**src/rtl/bus_pkg.sv**
```systemverilog
// Shared bus definitions: source indices, the "no owner" select code and arbiter FSM states.
package bus_pkg;

   localparam int unsigned SEL_W   = 5;
   localparam int unsigned GRANT_W = 32;

   localparam logic [SEL_W-1:0] SRC_R0     = 5'd0;
   localparam logic [SEL_W-1:0] SRC_R1     = 5'd1;
   localparam logic [SEL_W-1:0] SRC_R2     = 5'd2;
   localparam logic [SEL_W-1:0] SRC_R3     = 5'd3;
   localparam logic [SEL_W-1:0] SRC_R4     = 5'd4;
   localparam logic [SEL_W-1:0] SRC_R5     = 5'd5;
   localparam logic [SEL_W-1:0] SRC_R6     = 5'd6;
   localparam logic [SEL_W-1:0] SRC_R7     = 5'd7;
   localparam logic [SEL_W-1:0] SRC_R8     = 5'd8;
   localparam logic [SEL_W-1:0] SRC_R9     = 5'd9;
   localparam logic [SEL_W-1:0] SRC_R10    = 5'd10;
   localparam logic [SEL_W-1:0] SRC_R11    = 5'd11;
   localparam logic [SEL_W-1:0] SRC_R12    = 5'd12;
   localparam logic [SEL_W-1:0] SRC_R13    = 5'd13;
   localparam logic [SEL_W-1:0] SRC_R14    = 5'd14;
   localparam logic [SEL_W-1:0] SRC_R15    = 5'd15;
   localparam logic [SEL_W-1:0] SRC_HI     = 5'd16;
   localparam logic [SEL_W-1:0] SRC_LO     = 5'd17;
   localparam logic [SEL_W-1:0] SRC_ZHI    = 5'd18;
   localparam logic [SEL_W-1:0] SRC_ZLO    = 5'd19;
   localparam logic [SEL_W-1:0] SRC_PC     = 5'd20;
   localparam logic [SEL_W-1:0] SRC_MDR    = 5'd21;
   localparam logic [SEL_W-1:0] SRC_INPORT = 5'd22;
   localparam logic [SEL_W-1:0] SRC_CSIGN  = 5'd23;

   localparam logic [SEL_W-1:0] SEL_NONE   = 5'b11111;

   typedef enum logic [0:0] {
      ST_IDLE = 1'b0,
      ST_OWN  = 1'b1
   } state_e;

endpackage

```
**src/rtl/bus_grant_arbiter_rr_pick.sv**
```systemverilog
// rr_pick: combinational round-robin picker; first set request at or above ptr_i, wrapping at N_SRC.
module rr_pick
   import bus_pkg::*;
#(
   parameter int unsigned N_SRC = 24
)
(
   input  logic [N_SRC-1:0] req_i,
   input  logic [SEL_W-1:0] ptr_i,
   output logic [SEL_W-1:0] win_o,
   output logic             found_o
);

   logic [N_SRC-1:0] rot;
   logic [SEL_W:0]   idx;

   // Rotate so ptr lands at bit 0, take the lowest set bit, then map back to a source index.
   always_comb begin
      rot     = N_SRC'({req_i, req_i} >> ptr_i);
      found_o = 1'b0;
      win_o   = SEL_NONE;
      idx     = '0;
      for (int unsigned j = 0; j < N_SRC; j++) begin
         if (!found_o && rot[j]) begin
            found_o = 1'b1;
            idx     = (SEL_W+1)'(ptr_i) + (SEL_W+1)'(j);
            if (idx >= (SEL_W+1)'(N_SRC)) begin
               idx = idx - (SEL_W+1)'(N_SRC);
            end
            win_o = idx[SEL_W-1:0];
         end
      end
   end

endmodule

```
**src/rtl/bus_grant_arbiter.sv**
```systemverilog
// Round-robin owner arbiter for the internal CPU bus with a mandatory turnaround cycle between owners.
// Optional owner watchdog enabled by defining BUS_GRANT_TIMEOUT_EN.
module bus_grant_arbiter
   import bus_pkg::*;
#(
   parameter int unsigned N_SRC    = 24,
   parameter int unsigned MAX_HOLD = 16
)
(
   input  logic               clk,
   input  logic               clr,
   input  logic [N_SRC-1:0]   req,
   input  logic               release_i,
   output logic [GRANT_W-1:0] grant,
   output logic [SEL_W-1:0]   sel,
   output logic               busy,
   output logic               timeout
);

   if (N_SRC == 0 || N_SRC > 31 || MAX_HOLD < 2) begin : g_bad_cfg
      $error("bus_grant_arbiter: unsupported N_SRC or MAX_HOLD");
   end

   state_e             state_q, state_d;
   logic [SEL_W-1:0]   ptr_q, ptr_d;
   logic [GRANT_W-1:0] grant_q, grant_d;
   logic [SEL_W-1:0]   sel_q, sel_d;
   logic               busy_q, busy_d;
   logic [SEL_W-1:0]   win;
   logic               found;
   logic               owner_req;
   logic               revoke;

`ifdef BUS_GRANT_TIMEOUT_EN
   localparam int unsigned HOLD_W = $clog2(MAX_HOLD);
   logic [HOLD_W-1:0] hold_q, hold_d;
   logic              timeout_q, timeout_d;
`endif

   rr_pick #(.N_SRC(N_SRC)) u_pick (
      .req_i   (req),
      .ptr_i   (ptr_q),
      .win_o   (win),
      .found_o (found)
   );

   assign owner_req = |(grant_q & GRANT_W'(req));

   always_ff @(posedge clk) begin
      if (clr) begin
         state_q <= ST_IDLE;
         ptr_q   <= '0;
         grant_q <= '0;
         sel_q   <= SEL_NONE;
         busy_q  <= 1'b0;
`ifdef BUS_GRANT_TIMEOUT_EN
         hold_q    <= '0;
         timeout_q <= 1'b0;
`endif
      end else begin
         state_q <= state_d;
         ptr_q   <= ptr_d;
         grant_q <= grant_d;
         sel_q   <= sel_d;
         busy_q  <= busy_d;
`ifdef BUS_GRANT_TIMEOUT_EN
         hold_q    <= hold_d;
         timeout_q <= timeout_d;
`endif
      end
   end

   // Next state: IDLE loads the picker's winner, OWN holds until release, request drop or watchdog.
   always_comb begin
      state_d = state_q;
      ptr_d   = ptr_q;
      grant_d = grant_q;
      sel_d   = sel_q;
      busy_d  = busy_q;
      revoke  = 1'b0;
`ifdef BUS_GRANT_TIMEOUT_EN
      hold_d    = hold_q;
      timeout_d = 1'b0;
`endif
      unique case (state_q)
         ST_IDLE: begin
            if (found) begin
               state_d = ST_OWN;
               grant_d = GRANT_W'(1'b1) << win;
               sel_d   = win;
               busy_d  = 1'b1;
               ptr_d   = (win == SEL_W'(N_SRC - 1)) ? '0 : win + SEL_W'(1);
`ifdef BUS_GRANT_TIMEOUT_EN
               hold_d  = '0;
`endif
            end
         end
         ST_OWN: begin
            if (release_i || !owner_req) begin
               revoke = 1'b1;
            end
`ifdef BUS_GRANT_TIMEOUT_EN
            else if (hold_q == HOLD_W'(MAX_HOLD - 1)) begin
               revoke    = 1'b1;
               timeout_d = 1'b1;
            end else begin
               hold_d = hold_q + HOLD_W'(1);
            end
`endif
            if (revoke) begin
               state_d = ST_IDLE;
               grant_d = '0;
               sel_d   = SEL_NONE;
               busy_d  = 1'b0;
            end
         end
         default: begin
            state_d = ST_IDLE;
         end
      endcase
   end

   assign grant = grant_q;
   assign sel   = sel_q;
   assign busy  = busy_q;
`ifdef BUS_GRANT_TIMEOUT_EN
   assign timeout = timeout_q;
`else
   assign timeout = 1'b0;
`endif

endmodule
```
**config.mk**
```make
export PLATFORM = sky130hd
export DESIGN_NAME = bus_grant_arbiter
export DESIGN_NICKNAME = d
export VERILOG_FILES = /design/src/rtl/bus_pkg.sv /design/src/rtl/bus_grant_arbiter_rr_pick.sv /design/src/rtl/bus_grant_arbiter.sv
export SDC_FILE = /design/constraint.sdc
export NUM_CORES = 1
export LEC_CHECK = 0
export ABC_CLOCK_PERIOD_IN_PS = 6700
export BUFFER_PORTS_ARGS = -buffer_cell sky130_fd_sc_hd__buf_2
export CORE_ASPECT_RATIO = 0.6
export CORE_UTILIZATION = 63
export CTS_CLUSTER_SIZE = 40
export DETAILED_ROUTE_END_ITERATION = 10
export PLACE_DENSITY = 0.83
export RECOVER_POWER = 25
export SKIP_LAST_GASP = 1
export SYNTH_ARGS = -nofsm -noshare
export SYNTH_HDL_FRONTEND = slang
export SYNTH_HIERARCHICAL = 1
export SYNTH_SLANG_ARGS = --single-unit
```
**constraint.sdc**
```tcl
create_clock -name clk -period 6.7 [get_ports clk]
set_input_delay 0.335 -clock clk [delete_from_list [all_inputs] [get_ports clk]]
set_output_delay 0.335 -clock clk [all_outputs]
set_load 0.02 [all_outputs]
```
==> metrics.md <==
| Metric | Value |
|---|---|
| Final hold viol count | `0` |
| CTS resizes | `0` |
| Clock root buffer | `clkbuf_16` |
| Type of origin of the critical path | `flip-flop` |
| Syn_nets | `1,044` |
| Full die area | `13,480 um2` |
| CTS Buffer Depth | `2` |
| Final setup vio count | `0` |
| Total power | `4.067 mW` |
| Routed Wire Length | `29.44 mm` |
| First-pass GRT wire length | `45.89 mm` |
| DRC viols | `0` |
| Hold bufs inserted after CTS | `0` |
| Flops & latches, synth | `44` |
| Lkg Pwr | `3.142 nW` |
| Most frequent cell after synthesis | `nor2_1` |
| Post-layout min period | `6.189 ns` |
| Worst Setup Slack, final | `0.5111 ns` |
| Vias in the first global route | `7,976` |
| Total Routing Usage GR | `0.4336` |
| CTS tree | `built` |
| Fraction of layout instances using a drive strength above 1 | `0.1891` |
| Post-CTS setup buffers | `0` |
| CP Max Fanout | `62` |
| Die H | `90.33 um` |
| Final Slew Violations | `0` |
| GR Overflow Total | `0` |
| Setup TNS | `0 ns` |
| H-tree depth | `2` |
| Initial Utilization | `0.6620` |
| Syn Inst Count | `988` |
| Critical setup path kind | `flip-flop to flip-flop` |
| Hold crit path type | `primary input to flip-flop` |
| Worst slew pin tran | `1.309 ns` |
| TritonRoute pass-1 iters | `7` |
| RD Place Congestion | `1.032` |
| Syn_area_per_cell | `8.291 um2` |
| Register Area | `890.9 um2` |
| Synth cell types | `110` |
| RSZ-0062 raised after global routing | `false` |
| Die W | `149.2 um` |
| Drt wl/cell | `25.17 um` |
| Fillcell total | `1,038` |
| Crit end category | `flip-flop` |
| Sink Count | `44` |
| Outcome | `completed` |
| Number of primary I/O pins | `66` |
| Reg clk slew, reported paths | `0.06 ns` |
| Via count | `9,103` |
| Seq/Total Area, Yosys | `0.1075` |
| DR WL met3 | `5.463 mm` |
| DP Cell Count | `1,162` |
| Final clock period utilization by the worst path | `0.9237` |
| Total CTS buffers | `5` |
| Core Util, Final | `0.6863` |
| EDFF count, synth | `0` |
| Most common library cells after synthesis | `113 x nor2_1, 83 x nand2_1, 51 x a21oi_1` |
| Ys async rst share | `0` |
| IO buf count | `64` |
| Share of the synthesized area in the top cell type | `0.1075` |
| Pre-CTS setup slack | `0.9532 ns` |
| Iteration-0 DRC Markers | `1,502` |
| Clk_lat worst skew | `0.29 ns` |
| Diode count | `0` |
| Max Used Layer | `met4` |
| P&R area growth vs syn | `3.666%` |
| Post-Layout Cell Count | `1,170` |
| Max IR drop VDD | `263.6 uV` |
| Warnings, synthesis | `6` |
| Multi-input logic area | `6671 um2` |
| DP HPWL | `21.86 mm` |
| Crit path DAT | `6.36 ns` |
| Core area | `12,370 um2` |
| Routed Antenna Nets | `0` |
| Post-synth top area cell | `dfxtp_1` |
| Final #Nets | `1,060` |
| Critical path required time | `6.87 ns` |
| Metal-1 WL | `12.24 mm` |
| Max_cap viols | `0` |
| Clock skew | `0.004456 ns` |
| FP Rows | `31` |
| Synthesized area | `8192 um2` |
| Initial antenna violation count | `0` |
| Primary FF master, synth | `dfxtp_1` |
| Fmax | `161.6 MHz` |
| Via/cell ratio | `7.780` |
| Routed met2 length | `11.20 mm` |
| Largest net degree at the start of global routing | `63` |
| Pwr per Cell Area | `478.9 nW/um2` |
| Max-slew headroom | `0.1049` |
| Top cells by area, synth | `dfxtp_1 11%, mux4_1 6.7%, mux4_2 6.6%` |
==> area by class of cell <==
cell class / count / area share
Multi-Input combinational cell: 845 / 0.7856
Sequential cell: 44 / 0.1049
Timing Repair Buffer: 85 / 0.05481
Tap cell: 165 / 0.02431
Clock buffer: 5 / 0.01473
Inverter: 23 / 0.01017
Clock inverter: 3 / 0.005452
==> sequential cells by signal, summed over array words and instances, names as in the netlist <==
name and cells:
state_q 1, busy 1, grant 32, sel 5
ptr_q 5
==> worst max-delay path: stages, from the launching register on <==
cell and delay [ns]:
dfxtp_4 0.92, buf_4 0.37, mux4_1 0.38, a2bb2oi_1 0.10, and3_1 0.20, o32ai_2 0.71, nor3_1 0.11, buf_4 0.20
a2111oi_0 1.09, nand4_1 0.17, o21ai_0 0.71, ha_1 0.32, nand2_1 0.10, o21ai_0 0.34, nor2_1 0.10, a21oi_1 0.16
nor2_1 0.05
==> cells by family (layout without fill, tap and decap cells) <==
group           Yosys count  in the layout  share of synthesized area
compound gates          314            314                     0.2885
xor+xnor                 27             27                    0.02887
other cells               1              1                  0.0004578
buf+inv                  99            116                    0.07805
fa+ha+maj                29             29                    0.04430
simple gates            358            358                     0.2261
flops                    44             44                     0.1075
mux                     116            116                     0.2262
==> power by group <==
part	internal (mW)	switching (mW)	total (mW)
logic	1.20	2.13	3.33
clock network	0.177	0.103	0.280
registers	0.315	0.144	0.459
total	1.69	2.38	4.07
==> per-layer routing <==
metal,up-vias,track usage
li1,3922,-
met1,4318,0.6564
met2,767,0.5574
met3,96,0.1884
met4,0,0.07058
met5,-,0
==> path summary, 6_finish.rpt <==
check | slack, ns | to | start | cells past startpoint
hold reg to reg | 0.51 | grant[27] | grant[27] | 2
hold / removal | 0.29 | busy | release_i | 2
setup / recovery | 0.51 | ptr_q[3] | ptr_q[1] | 16
setup reg to reg | 0.51 | ptr_q[3] | ptr_q[1] | 16
==> layout by cell type, fill, tap and decap left out, drive strengths merged, types with 6 or more instances in the layout <==
cell type	n
o21a	6
o2bb2ai	7
a211oi	8
inv	21
o211ai	15
a2111oi	8
o32a	7
or2	7
a21oi	52
o31ai	8
nor2	113
nor3b	13
nand3	23
nand2	84
a221oi	11
mux2	37
a21o	7
nor4	6
a22o	11
a31oi	9
mux2i	34
nand4	8
o21ai	38
ha	29
nor3	28
a22oi	38
and2	13
or2b	6
nor2b	13
buf	65
nand2b	6
o22ai	17
mux4	45
clkbuf	25
o311ai	7
a32oi	12
xnor2	22
dfxtp	44
and3	13
==> metrics by stage <==
step / hold slack, ns / instance area [um2]
4_1_cts: 0.2890 / 8517
6_report: 0.2883 / 8492
2_1_floorplan: 0.4506 / 8192
5_1_grt: 0.3142 / 8492
3_3_place_gp: 0.4760 / 8346
3_5_place_dp: 0.4733 / 8346
Power figures use the tool's default switching activity.
